## config.mk

```make
export PLATFORM = sky130hd
export DESIGN_NAME = rtc_port_regbank
export DESIGN_NICKNAME = d
export VERILOG_FILES = /design/src/rtl/rtc_port_regbank.sv
export SDC_FILE = /design/constraint.sdc
export NUM_CORES = 1
export LEC_CHECK = 0
export BUFFER_PORTS_ARGS = -buffer_cell sky130_fd_sc_hd__buf_2
export CAP_MARGIN = 20
export CORE_MARGIN = 2
export CORE_UTILIZATION = 55
export DETAILED_ROUTE_END_ITERATION = 8
export PLACE_DENSITY = 0.86
export SYNTH_ARGS = -nofsm -noshare
export SYNTH_HDL_FRONTEND = slang
export SYNTH_SLANG_ARGS = --single-unit
```

## constraint.sdc

```tcl
create_clock -name clk -period 7.2 [get_ports clk]
set_input_delay 1.08 -clock clk [delete_from_list [all_inputs] [get_ports clk]]
set_output_delay 1.08 -clock clk [all_outputs]
set_load 0.02 [all_outputs]
```

## src/rtl/rtc_port_regbank.sv

```systemverilog
// rtl/rtc_port_regbank.sv - PicoBlaze port-mapped register bank with RTC commit handshake
module rtc_port_regbank #(
    parameter int         NREG        = 9,
    parameter int         DW          = 8,
    parameter logic [7:0] SEL_PORT    = 8'h01,
    parameter logic [7:0] WR_BASE     = 8'h02,
    parameter logic [7:0] CMD_PORT    = 8'h0B,
    parameter logic [7:0] STAT_PORT   = 8'h0C,
    parameter logic [7:0] RD_BASE     = 8'h0D,
    parameter logic [7:0] TIMER_PORT  = 8'h16,
    parameter logic [7:0] COMMIT_PORT = 8'h17,
    parameter int         TIMEOUT     = 1000
) (
    input  logic                 clk,
    input  logic                 reset,
    input  logic                 write_strobe,
    input  logic                 read_strobe,
    input  logic [7:0]           port_id,
    input  logic [DW-1:0]        out_port,
    output logic [DW-1:0]        in_port,
    output logic [NREG*DW-1:0]   wr_data,
    input  logic [NREG*DW-1:0]   rd_data,
    output logic [NREG-1:0]      sel_onehot,
    output logic                 commit_req,
    input  logic                 commit_ack,
    output logic                 timer_mod,
    output logic                 ht_ready
);
    localparam int         CW    = $clog2(TIMEOUT + 1);
    localparam logic [7:0] NREG8 = 8'(NREG);

    typedef enum logic [1:0] {IDLE, REQ, DONE} state_t;

    state_t          state;
    logic [DW-1:0]   sel;
    logic [CW-1:0]   cnt;
    logic            done, err;
    logic [7:0]      wr_off, rd_off;
    logic            is_sel, in_wr, is_cmd, is_timer, is_commit;
    logic            sel_hit, wr_hit, cmd_hit, timer_hit, commit_hit;
    logic            stat_clr, done_set, err_set, expired;
    logic [DW-1:0]   rd_val;

    // Decode follows the fixed priority SEL, WR, CMD, TIMER, COMMIT so overlaps resolve deterministically
    always_comb begin
        wr_off     = port_id - WR_BASE;
        rd_off     = port_id - RD_BASE;
        is_sel     = (port_id == SEL_PORT);
        in_wr      = !is_sel && (wr_off < NREG8);
        is_cmd     = !is_sel && !in_wr && (port_id == CMD_PORT);
        is_timer   = !is_sel && !in_wr && !is_cmd && (port_id == TIMER_PORT);
        is_commit  = !is_sel && !in_wr && !is_cmd && !is_timer && (port_id == COMMIT_PORT);
        sel_hit    = write_strobe && is_sel;
        wr_hit     = write_strobe && in_wr;
        cmd_hit    = write_strobe && is_cmd;
        timer_hit  = write_strobe && is_timer;
        commit_hit = write_strobe && is_commit;
        stat_clr   = read_strobe && (port_id == STAT_PORT);
        expired    = (cnt == CW'(TIMEOUT - 1));
        done_set   = (state == DONE);
        err_set    = (state == REQ) && !commit_ack && expired;
    end

    always_comb begin
        sel_onehot = '0;
        for (int i = 0; i < NREG; i++)
            if (sel == DW'(i)) sel_onehot[i] = 1'b1;
    end

    always_comb begin
        rd_val = '0;
        if (port_id == STAT_PORT) begin
            rd_val[3:0] = {err, ht_ready, done, state != IDLE};
        end else begin
            for (int i = 0; i < NREG; i++)
                if (rd_off == 8'(i)) rd_val = rd_data[i*DW +: DW];
        end
    end

    always_ff @(posedge clk) begin
        if (reset) begin
            sel        <= DW'(NREG);
            wr_data    <= '0;
            in_port    <= '0;
            ht_ready   <= 1'b0;
            timer_mod  <= 1'b0;
            commit_req <= 1'b0;
            done       <= 1'b0;
            err        <= 1'b0;
            cnt        <= '0;
            state      <= IDLE;
        end else begin
            if (sel_hit) sel <= out_port;
            for (int i = 0; i < NREG; i++)
                if (wr_hit && state == IDLE && wr_off == 8'(i))
                    wr_data[i*DW +: DW] <= out_port;
            if (cmd_hit) ht_ready <= (out_port == DW'(1));
            timer_mod <= timer_hit && (out_port == DW'(9));
            in_port   <= rd_val;

            // Set beats clear when both land on the same cycle
            if (done_set)      done <= 1'b1;
            else if (stat_clr) done <= 1'b0;
            if (err_set)       err  <= 1'b1;
            else if (stat_clr) err  <= 1'b0;

            case (state)
                IDLE: if (commit_hit) begin
                    state      <= REQ;
                    commit_req <= 1'b1;
                    cnt        <= '0;
                end
                REQ: begin
                    if (commit_ack) begin
                        state      <= DONE;
                        commit_req <= 1'b0;
                        cnt        <= '0;
                    end else if (expired) begin
                        state      <= IDLE;
                        commit_req <= 1'b0;
                        cnt        <= '0;
                    end else begin
                        cnt <= cnt + 1'b1;
                    end
                end
                DONE: begin
                    state <= IDLE;
                    cnt   <= '0;
                end
                default: state <= IDLE;
            endcase
        end
    end
endmodule

```

==> results.sh <==
export IMPL_path_cells="buf_2, clkinv_1, ha_1, nor2b_1, o21ai_0, nand4_1, nor3_1, a221oi_1, o22ai_1"
export IMPL_synth_xor_xnor_area_share_pct=1.91
export IMPL_post_cts_buffers=0
export IMPL_end_kind="flop"
export IMPL_tightest_slew_ps=1120
export IMPL_min_to="sel[7]$_SDFFE_PP0P_"
export IMPL_r2r_start="state[1]$_SDFFE_PP0P_"
export IMPL_period_share_pct=52.8
export IMPL_rows=36
export IMPL_setup_tns_ps=0
export IMPL_yosys_area_share_simple_pct=23.3
export IMPL_io_pins=185
export IMPL_drc=0
export IMPL_ctsResizeCount=0
export IMPL_status="complete, no violations"
export IMPL_h_tree_depth=3
export IMPL_cts_buffers=9
export IMPL_synth_top_family_by_area="simple AND/OR/NAND/NOR gates"
export IMPL_layout_nets=890
export IMPL_most_common_layout_cells="buf_2 (184), nor2_1 (114), dfxtp_1 (105)"
export IMPL_rrSetupSlack_ps=4880
export IMPL_cp_depth=9
export IMPL_synth_area_leaders="dfxtp_1 (38%), mux2i_1 (14%), nor2_1 (7.8%)"
export IMPL_cp_start_kind="primary input"
export IMPL_clock_sinks=105
export IMPL_path_max_fanout=24
export IMPL_core_area_sq_mm=0.00973
export IMPL_antenna_found_initial=0
export IMPL_r2r_end="wr_data[3]$_SDFFE_PP0P_"
export IMPL_syn_inst=628
export IMPL_synth_mux_area_share_pct=15.0
export IMPL_num_fill_cells=795
export IMPL_synth_compound_area_share_pct=16.2
export IMPL_synth_seq_cells=105
export IMPL_synthAdderAreaFrac_pct=1.82
export IMPL_yosysTopAreaCellShare_pct=38.1
export IMPL_wl_per_cell_microns=17.9
export IMPL_async_flop_share_pct=0
export IMPL_synth_ff_type="dfxtp_1"
export IMPL_min_path_type="reg -> reg"
export IMPL_crit_start="port_id[1]"
export IMPL_clkTransAtPathRegs_ps=120
export IMPL_synth_edff_count=0
export IMPL_die_h_microns=104
export IMPL_finalHoldViolCount=0
export IMPL_multi_input_area_sq_mm=0.00321
export IMPL_dieArea_sq_mm=0.0108
export IMPL_syn_nets=729
export IMPL_ant_nets=0
export IMPL_initial_utilization_pct=56.6
export IMPL_final_seq_area_sq_mm=0.00210
export IMPL_routed_wirelength_microns=16600
export IMPL_critPathArrivalTime_ps=4110
export IMPL_io_buffers=184
export IMPL_cp_required_ps=7520
export IMPL_r2r_cells=7
export IMPL_max_freq_mhz=263
export IMPL_finalSetupViolCount=0
export IMPL_grt_max_degree=96
export IMPL_rsz0062_at_grt="false"
export IMPL_grt_usage_pct=30.4
export IMPL_synth_top_area_cell="dfxtp_1"
export IMPL_p_leak_nw=3.34
export IMPL_clockRootBuffer="clkbuf_8"
export IMPL_period_minus_slack_ps=3800
export IMPL_critical_path_top_delay_family="simple AND/OR/NAND/NOR gates"
export IMPL_cts_hold_buffers_added=0
export IMPL_maxCapViolCount=0
export IMPL_grt_overflow_total=0
export IMPL_clk_path_buf_depth=2
export IMPL_cpMaxStageDelayCell="nor3_1"
export IMPL_antenna_cells=0
export IMPL_worstHoldStart="sel[7]$_SDFFE_PP0P_"
export IMPL_critPathKind="in -> reg"
export IMPL_synth_cell_type_count=66
export IMPL_drt_iter0_markers=365
export IMPL_holdPathStages=2
export IMPL_dp_cells=911
export IMPL_fp_dieW_microns=104
export IMPL_slew_limit_headroom_pct=25.3
export IMPL_dr_pass1_iters=5
export IMPL_final_cell_count_no_fill=927
export IMPL_fin_skew_ps=16.3
export IMPL_viasPerCell=5.90
export IMPL_ir_worst_vdd_mv=0.134
export IMPL_hpwl_microns=12300
export IMPL_pwr_density_cell_mw_per_mm2=163
export IMPL_synth_avg_cell_area_sq_um=8.77
export IMPL_final_common_cell="buf_2"
export IMPL_areaGrowthSynthToFinish_pct=21.1
export IMPL_grt_pass1_wl_microns=27100
export IMPL_cts_tree="built"
export IMPL_slew_violations=0
export IMPL_netlist_area_sq_mm=0.00551
export IMPL_drive_above_1_share_pct=28.7
export IMPL_clock_latency_ps=380
export IMPL_gp_congestion=0.984
export IMPL_routed_via_count=5471
export IMPL_yosysWarnings=0
export IMPL_slowest_delay_ps=710
export IMPL_grt_pass1_vias=5536
export IMPL_crit_buf_inv=2
export IMPL_ys_seq_area_share_pct=38.1
==> registers in the layout, summed over array words and instances, names as in the netlist, 2 cells and up <==
name     cells
state        2
in_port      8
sel          8
cnt         10
wr_data     72
==> cells in the mapped netlist, types with 6 or more instances <==
cell and count:
o22ai_1 6, ha_1 8, nor4_1 7, inv_1 15
nand2b_1 11, a211oi_1 6, mux2i_1 79, nand3_1 14
o21ai_0 14, xnor2_1 10, or3_1 6, clkbuf_1 29
and2_1 8, dfxtp_1 105, buf_2 6, nand4_1 6
nor2_1 114, nand2_1 36, a21oi_1 28, nor2b_1 6
nor3_1 24
==> worst min-delay path: cells and delay by family, from the launching register on <==
family             cells  cell delay, ps
and+or+nand+nor        1              50
DFF                    1             320
AOI/OAI and AO/OA      1              50
==> routing by layer <==
layer / track usage [%] / vias up / wire [microns]
li1: - / 2566 / -
met1: 36.1 / 2596 / 6670
met2: 52.0 / 267 / 8060
met3: 7.64 / 42 / 1410
met4: 13.5 / 0 / 486
met5: 0 / - / 0
==> worst max-delay path by stage <==
stage | end | slack, ps
2_1_floorplan | ht_ready$_SDFFE_PP0P_ | 3880
3_3_place_gp | wr_data[68]$_SDFFE_PP0P_ | 3220
3_5_place_dp | in_port[4]$_SDFF_PP0_ | 3080
4_1_cts | in_port[4]$_SDFF_PP0_ | 3480
5_1_grt | in_port[4]$_SDFF_PP0_ | 3070
6_report | in_port[4]$_SDFF_PP0_ | 3400
==> area by class of cell <==
type	instances	area share, %
Multi-Input combinational cell	470	48.0
Sequential cell	105	31.5
Timing Repair Buffer	187	14.1
Tap cell	133	2.49
Clock buffer	9	1.86
Clock inverter	7	1.05
Inverter	16	0.900
==> through the flow <==
stage	setup slack [ps]	utilization [%]	cell area (sq um)	hold slack (ps)	power, mW
2_1_floorplan	3880	-	5510	431	0.684
3_3_place_gp	3220	66.6	6480	440	0.733
3_5_place_dp	3080	66.6	6480	452	0.736
4_1_cts	3480	68.6	6670	467	1.09
5_1_grt	3070	68.6	6670	494	1.12
6_report	3400	68.6	6670	466	1.09
==> kinds of logic after synthesis <==
| family | Yosys count |
|---|---|
| compound gates | 108 |
| xor+xnor | 12 |
| fa+ha+maj | 8 |
| buf+inv | 53 |
| flops | 105 |
| mux | 82 |
| simple gates | 260 |
==> power by group <==
group	leakage [nW]	total [mW]	switching, mW	internal (mW)
combinational	2.40	0.141	0.0930	0.0482
sequential	0.846	0.584	0.00132	0.583
clock	0.0955	0.363	0.227	0.136
Power figures use the tool's default switching activity.
